**src/rtl/lsu_mem_ctrl.sv**
```systemverilog
// LSU-side memory access controller: one request at a time, word-aligned bus
// transaction with byte strobes, right-aligned load data, misalign/timeout errors.
module lsu_mem_ctrl #(
    parameter int ADDR_WIDTH  = 32,
    parameter int DATA_WIDTH  = 32,
    parameter int TIMEOUT_CYC = 64
) (
    input  logic                  clk,
    input  logic                  rst,
    input  logic                  req_valid_lsu_i,
    output logic                  req_ready_lsu_o,
    input  logic [ADDR_WIDTH-1:0] addr_lsu_i,
    input  logic [DATA_WIDTH-1:0] st_dat_lsu_i,
    input  logic [1:0]            ls_wdth_lsu_i,
    input  logic                  ls_lsu_i,
    output logic                  resp_valid_lsu_o,
    output logic [DATA_WIDTH-1:0] rd_dat_lsu_o,
    output logic                  err_lsu_o,
    output logic                  mem_req_o,
    output logic                  mem_we_o,
    output logic [ADDR_WIDTH-1:0] mem_addr_o,
    output logic [DATA_WIDTH-1:0] mem_wdata_o,
    output logic [3:0]            mem_wstrb_o,
    input  logic                  mem_gnt_i,
    input  logic                  mem_rvalid_i,
    input  logic [DATA_WIDTH-1:0] mem_rdata_i
);
    typedef enum logic [1:0] {IDLE, REQ, WAIT, RESP} state_t;

    localparam int CW = $clog2(TIMEOUT_CYC) + 1;

    state_t          state;
    logic [CW-1:0]   cnt;
    logic [1:0]      off;
    logic            is_load;
    logic            misal;
    logic            limit;
    logic [3:0]      strb_c;
    logic [DATA_WIDTH-1:0] wdata_c;

    always_comb begin
        misal   = 1'b0;
        strb_c  = 4'b1111;
        wdata_c = st_dat_lsu_i;
        case (ls_wdth_lsu_i)
            2'b00: begin
                strb_c  = 4'b0001 << addr_lsu_i[1:0];
                wdata_c = {4{st_dat_lsu_i[7:0]}};
            end
            2'b01: begin
                misal   = addr_lsu_i[0];
                strb_c  = 4'b0011 << addr_lsu_i[1:0];
                wdata_c = {2{st_dat_lsu_i[15:0]}};
            end
            2'b10:   misal = (addr_lsu_i[1:0] != 2'b00);
            default: misal = 1'b1;
        endcase
    end

    // cnt counts REQ/WAIT cycles already elapsed, so this cycle is the
    // (TIMEOUT_CYC-1)th one when cnt == TIMEOUT_CYC-2.
    assign limit = (cnt == CW'(TIMEOUT_CYC - 2));

    always_ff @(posedge clk or posedge rst) begin
        if (rst) begin
            state            <= IDLE;
            cnt              <= '0;
            off              <= 2'b00;
            is_load          <= 1'b0;
            req_ready_lsu_o  <= 1'b1;
            resp_valid_lsu_o <= 1'b0;
            rd_dat_lsu_o     <= '0;
            err_lsu_o        <= 1'b0;
            mem_req_o        <= 1'b0;
            mem_we_o         <= 1'b0;
            mem_addr_o       <= '0;
            mem_wdata_o      <= '0;
            mem_wstrb_o      <= 4'b0000;
        end else begin
            resp_valid_lsu_o <= 1'b0;
            case (state)
                IDLE: if (req_valid_lsu_i) begin
                    off             <= addr_lsu_i[1:0];
                    is_load         <= ~ls_lsu_i;
                    cnt             <= '0;
                    req_ready_lsu_o <= 1'b0;
                    if (misal) begin
                        state            <= RESP;
                        resp_valid_lsu_o <= 1'b1;
                        err_lsu_o        <= 1'b1;
                    end else begin
                        state       <= REQ;
                        mem_req_o   <= 1'b1;
                        mem_we_o    <= ls_lsu_i;
                        mem_addr_o  <= {addr_lsu_i[ADDR_WIDTH-1:2], 2'b00};
                        mem_wdata_o <= wdata_c;
                        mem_wstrb_o <= ls_lsu_i ? strb_c : 4'b0000;
                    end
                end
                REQ: begin
                    cnt <= cnt + 1'b1;
                    if (mem_gnt_i) begin
                        mem_req_o <= 1'b0;
                        state     <= WAIT;
                    end else if (limit) begin
                        mem_req_o        <= 1'b0;
                        state            <= RESP;
                        resp_valid_lsu_o <= 1'b1;
                        err_lsu_o        <= 1'b1;
                    end
                end
                WAIT: begin
                    cnt <= cnt + 1'b1;
                    if (mem_rvalid_i) begin
                        state            <= RESP;
                        resp_valid_lsu_o <= 1'b1;
                        err_lsu_o        <= 1'b0;
                        if (is_load) rd_dat_lsu_o <= mem_rdata_i >> {off, 3'b000};
                    end else if (limit) begin
                        state            <= RESP;
                        resp_valid_lsu_o <= 1'b1;
                        err_lsu_o        <= 1'b1;
                    end
                end
                default: begin
                    state           <= IDLE;
                    req_ready_lsu_o <= 1'b1;
                end
            endcase
        end
    end
endmodule

```
**config.mk**
```make
export PLATFORM = sky130hd
export DESIGN_NAME = lsu_mem_ctrl
export DESIGN_NICKNAME = d
export VERILOG_FILES = /design/src/rtl/lsu_mem_ctrl.sv
export SDC_FILE = /design/constraint.sdc
export NUM_CORES = 1
export LEC_CHECK = 0
export ABC_AREA = 1
export CAP_MARGIN = 20
export CORE_ASPECT_RATIO = 2
export CORE_UTILIZATION = 30
export DETAILED_ROUTE_END_ITERATION = 6
export DONT_BUFFER_PORTS = 1
export PLACE_DENSITY_LB_ADDON = 0.15
export SLEW_MARGIN = 0
export SYNTH_ARGS = -nofsm -noshare
export SYNTH_HDL_FRONTEND = slang
export SYNTH_SLANG_ARGS = --single-unit
```
**constraint.sdc**
```tcl
create_clock -name clk -period 3.4 [get_ports clk]
set_input_delay 0.51 -clock clk [delete_from_list [all_inputs] [get_ports clk]]
set_output_delay 0.51 -clock clk [all_outputs]
set_load 0.02 [all_outputs]
```
After elaboration in Yosys (flattened, before gate mapping)

Cells that the tools add are included.

Add/subtract/negate cells: 1
Equality and inequality tests: 10
Shift-type cells: 3
Mux-type cells: 31
Bitwise operators: 3
Reductions and logical operators: 14

Operators with widths:

| operator                                                              | count |
|---|---|
| 32-bit one-hot mux with 2 select lines                                | 1 |
| 32-bit by 5-bit >> shifter with 32-bit output                         | 1 |
| 1-bit two-way mux                                                     | 15 |
| 7-bit one-hot mux with 2 select lines                                 | 1 |
| 2-bit two-way mux                                                     | 5 |
| 1-bit one-hot mux with 3 select lines                                 | 3 |
| 2-bit inequality test, second input constant                          | 4 |
| 4-bit one-hot mux with 2 select lines                                 | 1 |
| 4-bit AND reduction                                                   | 2 |
| 7-bit by 1-bit adder with 7-bit output, second input constant         | 1 |
| 7-bit by 6-bit equality test with 1-bit output, second input constant | 1 |
| 7-bit two-way mux                                                     | 1 |
| 2-bit one-hot mux with 3 select lines                                 | 1 |
| 2-bit AND reduction                                                   | 3 |
| 3-bit AND reduction                                                   | 2 |
| 2-bit nonzero test                                                    | 3 |
| 2-bit by 1-bit equality test with 1-bit output, second input constant | 2 |
| 2-bit equality test, second input constant                            | 2 |
| 2-bit logical NOT                                                     | 2 |
| 4-bit two-way mux                                                     | 1 |
| 1-bit one-hot mux with 2 select lines                                 | 2 |
| 1-bit by 2-bit << shifter with 4-bit output, first input constant     | 1 |
| 2-bit by 2-bit << shifter with 4-bit output, first input constant     | 1 |
| 3-bit inequality test, second input constant                          | 1 |
| 3 further kinds                                                       | 5 |

Register bits after elaboration: 115
Output and inout bits: 105
Word-level logic and storage cells: 75

Depth between registers and ports, before layout

Depth after elaboration: 5
Mapped depth: 11
Depth with buffers taken out: 10

Worst setup path before layout

OpenSTA, ideal clock, no wires.

Path type: flip-flop to flip-flop
Start: reg state[0]
End: reg cnt[6]
Library setup time: 0.117 ns
Arrival time: 1.430 ns
Setup slack: 1.854 ns
Cell stages (with the launch flop): 12
Period minus slack after synthesis: 1.546 ns
Cells stage by stage: dfrtp_1 -> inv_1 -> ha_1 -> buf_2 -> nand2_1 -> nand2_1 -> inv_2 -> nand2_1 -> nor2_1 -> nand2_1 -> nand2_1 -> nor2_1

Word-level cells in the longest chain between the ends: 4
Elaborated cells between the ends (all ways): 8
Those cells by class: eq/ne (3); mux (1); reduce/logical (4)

RTL lines:

| what                                                                                         | line | source |
|---|---|---|
| from (decl)                                                                                  | 32   | `state_t state;` |
| from (signal assigned)                                                                       | 66   | `state <= IDLE;` |
| from (signal assigned)                                                                       | 88   | `state <= RESP;` |
| from (signal assigned)                                                                       | 92   | `state <= REQ;` |
| 2-bit equality test / 2-bit by 1-bit equality test with 1-bit output (equally long branches) | 81   | `case (state)` |
| 2-bit OR reduction (no source line)                                                          | --   |  |
| 2-bit nonzero test (no source line)                                                          | --   |  |
| 2-bit AND reduction (no source line)                                                         | --   |  |
| to (signal assigned)                                                                         | 101  | `cnt <= cnt + 1'b1;` |
| to (signal assigned)                                                                         | 113  | `cnt <= cnt + 1'b1;` |
| to (decl)                                                                                    | 33   | `logic [CW-1:0] cnt;` |

Several ways; a longest one is shown, not always the timed one.
A chain may end at the register's enable or synchronous reset.

Worst setup path in the final report

Start: reg state[0]
End: reg rd_dat_lsu_o[9]

Word-level cells in the longest chain between the ends: 2

RTL lines:

| what                                 | line | source |
|---|---|---|
| 2-bit equality test                  | 81   |  |
| 3-bit AND reduction (no source line) | --   |  |
| to (signal assigned)                 | 118  | `if (is_load) rd_dat_lsu_o <= mem_rdata_i >> {off, 3'b000};` |
| to (decl)                            | 17   | `output logic [DATA_WIDTH-1:0] rd_dat_lsu_o,` |

No other way between the ends.

==> flow_metrics.env <==
export IMPL_core_area_mm2=0.0178
export IMPL_power_leakage_nw=3.20
export IMPL_detailed_route_vias_per_instance=4.97
export IMPL_final_net_count=801
export IMPL_cts_htree_levels=4
export IMPL_maxSlewViolCount=0
export IMPL_layout_area_overhead_vs_synth_pct=14.2
export IMPL_hold_buffer_count_at_cts=0
export IMPL_n_fill_cell=1880
export IMPL_max_clock_path_buffers=2
export IMPL_min_period_over_period=0.608
export IMPL_area_enclosed_by_the_die_boundary_mm2=0.0189
export IMPL_register_area_share_after_synthesis=0.525
export IMPL_timing_critical_path_required_ns=3.69
export IMPL_dp_hpwl_um=12100
export IMPL_clock_tree_root_cell="sky130_fd_sc_hd__clkbuf_16"
export IMPL_worst_setup_hold_path_clk_slew_ns=0.05
export IMPL_worstPathCellList="inv_1 -> ha_1 -> nand2_1 -> nor2_2 -> buf_4 -> o21ai_0 -> o22a_1"
export IMPL_timing_critical_path_slowest_stage_cell="sky130_fd_sc_hd__nor2_2"
export IMPL_synth_main_ff_cell="sky130_fd_sc_hd__dfrtp_1"
export IMPL_groute_usage_overall=0.173
export IMPL_globalRoute_totalOverflow=0
export IMPL_placer_congestion=0.817
export IMPL_use_met3=0.0544
export IMPL_setup_violations_final=0
export IMPL_route_antenna_remaining_nets=0
export IMPL_std_cell_rows=69
export IMPL_postSynth_asyncResetShare=1.00
export IMPL_worst_slew_margin_rel=0.393
export IMPL_start_util=0.308
export IMPL_critical_path_buf_inv_count=2
export IMPL_multi_input_comb_area_mm2=0.00225
export IMPL_family_with_the_most_delay_on_the_worst_path="simple AND/OR/NAND/NOR gates"
export IMPL_routed_via_count=4553
export IMPL_clock_fmax_mhz=484
export IMPL_worst_r2r_startpoint="state[0]$_DFFE_PP0N_"
export IMPL_rsz0062_at_grt="false"
export IMPL_ff_latch_area_mm2=0.00288
export IMPL_synthesis_area_per_instance_um2=7.83
export IMPL_n_antenna_cell=0
export IMPL_data_arrival_time_of_the_worst_path_ns=2.35
export IMPL_wl_per_cell_um=17.9
export IMPL_critical_path_class="register to register"
export IMPL_synth_warnings=0
export IMPL_grtUsageMet2=0.321
export IMPL_number_of_cts_inserted_buffers=17
export IMPL_totalPowerFinal_mw=6.66
export IMPL_timing_critical_path_to_type="register"
export IMPL_dr_first_iter_drc_count=238
export IMPL_run_status="finished clean"
export IMPL_grt_first_pass_wirelength_um=24900
export IMPL_max_vdd_ir_drop_v=0.000427
export IMPL_port_buffers=0
export IMPL_synth_cell_area_mm2=0.00548
export IMPL_p_per_cell_area_mw_per_mm2=1060
export IMPL_final_layout_size_suffix_gt1_frac=0.0697
export IMPL_wirelength_um=16400
export IMPL_number_of_antenna_violations_at_the_first_check_in_global_routing=0
export IMPL_tritoncts="yes"
export IMPL_min_delay_path_class="input port to asynchronous set/reset pin"
export IMPL_first_global_vias=4503
export IMPL_skew_ns=0.00735
export IMPL_synth_enable_flop_cells=0
export IMPL_remaining_drc_errors=0
export IMPL_critPathMaxFanout=21
export IMPL_final_hold_worst_slack_ns=0.0638
export IMPL_synth_seq_cells=115
export IMPL_die_w_um=97.6
export IMPL_drtPass1Iterations=4
export IMPL_worstSetupStartpointType="register"
export IMPL_drv_max_cap_violation_count=0
export IMPL_finalSetupTns_ns=0
export IMPL_cp_slowest_stage_delay_ns=0.44
export IMPL_final_cell_mix="sky130_fd_sc_hd__nand2_1 (327), sky130_fd_sc_hd__dfrtp_1 (114), sky130_fd_sc_hd__o21ai_0 (69)"
export IMPL_insertion_delay_ns=0.41
export IMPL_post_cts_setup_buffer_count=0
export IMPL_layout_cells_most_common="sky130_fd_sc_hd__nand2_1"
export IMPL_groute_layer_met1_usage=0.172
export IMPL_report_final_hold_viol_count=0
export IMPL_postCtsResizedCells=0
export IMPL_busiest_layer="met2"
export IMPL_worst_setup_path_startpoint="state[0]$_DFFE_PP0N_"
export IMPL_ys_types=27
export IMPL_postLayoutCoreUtil=0.352
export IMPL_clock_sink_count=115
export IMPL_tightestPinTransition_ns=0.909
export IMPL_grt_max_degree=75
export IMPL_period_needed_ns=2.07
export IMPL_synth_cells=700
export IMPL_ios=209
export IMPL_die_h_um=193
==> worst paths after layout <==
check | end | slack, ns | depth (start not counted)
max in group asynchronous | rd_dat_lsu_o[31]$_DFFE_PP0P_ | 2.86 | 2
min in group clk | mem_addr_o[10]$_DFFE_PP0P_ | 0.21 | 2
setup / recovery | rd_dat_lsu_o[9]$_DFFE_PP0P_ | 1.33 | 7
hold reg to reg | is_load$_DFFE_PP0P_ | 0.50 | 2
hold / removal | rd_dat_lsu_o[20]$_DFFE_PP0P_ | 0.06 | 2
setup reg to reg | rd_dat_lsu_o[9]$_DFFE_PP0P_ | 1.33 | 7
==> area by class of cell <==
type | count | area share
Clock buffer | 23 | 0.0779
Clock inverter | 9 | 0.0240
Inverter | 38 | 0.0234
Multi-Input combinational cell | 509 | 0.360
Sequential cell | 115 | 0.460
Tap cell | 213 | 0.0426
Timing Repair Buffer | 9 | 0.0128
==> metal layers <==
metal,routed length [µm],share of wire
met2,9080,0.55
met5,0,0
met1,5560,0.34
met3,1270,0.078
met4,445,0.027
==> stage by stage <==
step | instances | worst slack (ns) | area [µm²]
3_5_place_dp | 884 | 1.33 | 5620
3_3_place_gp | 884 | 1.38 | 5620
2_1_floorplan | 701 | 1.49 | 5490
5_1_grt | 916 | 1.15 | 6260
6_report | 916 | 1.33 | 6260
4_1_cts | 916 | 1.31 | 6260
==> cells in the mapped netlist (2+ instances only) <==
master | n | share of area
sky130_fd_sc_hd__dfrtp_1 | 114 | 0.52
sky130_fd_sc_hd__inv_2 | 2 | 0.0014
sky130_fd_sc_hd__inv_1 | 35 | 0.024
sky130_fd_sc_hd__o22a_1 | 8 | 0.013
sky130_fd_sc_hd__o21ai_1 | 13 | 0.012
sky130_fd_sc_hd__nand2_2 | 2 | 0.0023
sky130_fd_sc_hd__buf_6 | 3 | 0.0062
sky130_fd_sc_hd__a21oi_1 | 22 | 0.020
sky130_fd_sc_hd__ha_1 | 7 | 0.016
sky130_fd_sc_hd__buf_2 | 18 | 0.016
sky130_fd_sc_hd__nand2_1 | 327 | 0.22
sky130_fd_sc_hd__o211ai_1 | 9 | 0.012
sky130_fd_sc_hd__nand3_1 | 28 | 0.026
sky130_fd_sc_hd__clkbuf_1 | 10 | 0.0068
sky130_fd_sc_hd__o21ai_0 | 69 | 0.063
sky130_fd_sc_hd__buf_4 | 8 | 0.011
sky130_fd_sc_hd__nor2_1 | 15 | 0.010
==> worst reg2reg max path, cell delays in order, from the launching register on <==
cell	delay (ns)
sky130_fd_sc_hd__dfrtp_1	0.42
sky130_fd_sc_hd__inv_1	0.13
sky130_fd_sc_hd__ha_1	0.18
sky130_fd_sc_hd__nand2_1	0.09
sky130_fd_sc_hd__nor2_2	0.44
sky130_fd_sc_hd__buf_4	0.34
sky130_fd_sc_hd__o21ai_0	0.13
sky130_fd_sc_hd__o22a_1	0.23
==> state kept, by name, indices dropped and copies added (netlist names), 2 cells and up <==
name	count
state	2
mem_wstrb_o	4
rd_dat_lsu_o	32
off	2
cnt	7
mem_addr_o	30
mem_wdata_o	32
==> report_power, final <==
part / leakage, nW / switching [mW] / internal, mW
Combinational: 1.44 / 0.999 / 0.538
Clock: 0.309 / 0.633 / 1.30
Sequential: 1.45 / 1.21 / 1.98
Total: 3.20 / 2.85 / 3.82
==> cell families after synthesis <==
family | share of synthesized area
other | 0.000684
adders and majority gates | 0.0160
DFF | 0.525
AOI/OAI and AO/OA | 0.123
and+or+nand+nor | 0.269
buffers and inverters | 0.0664
Note: power is estimated with default switching activity, not from simulation.
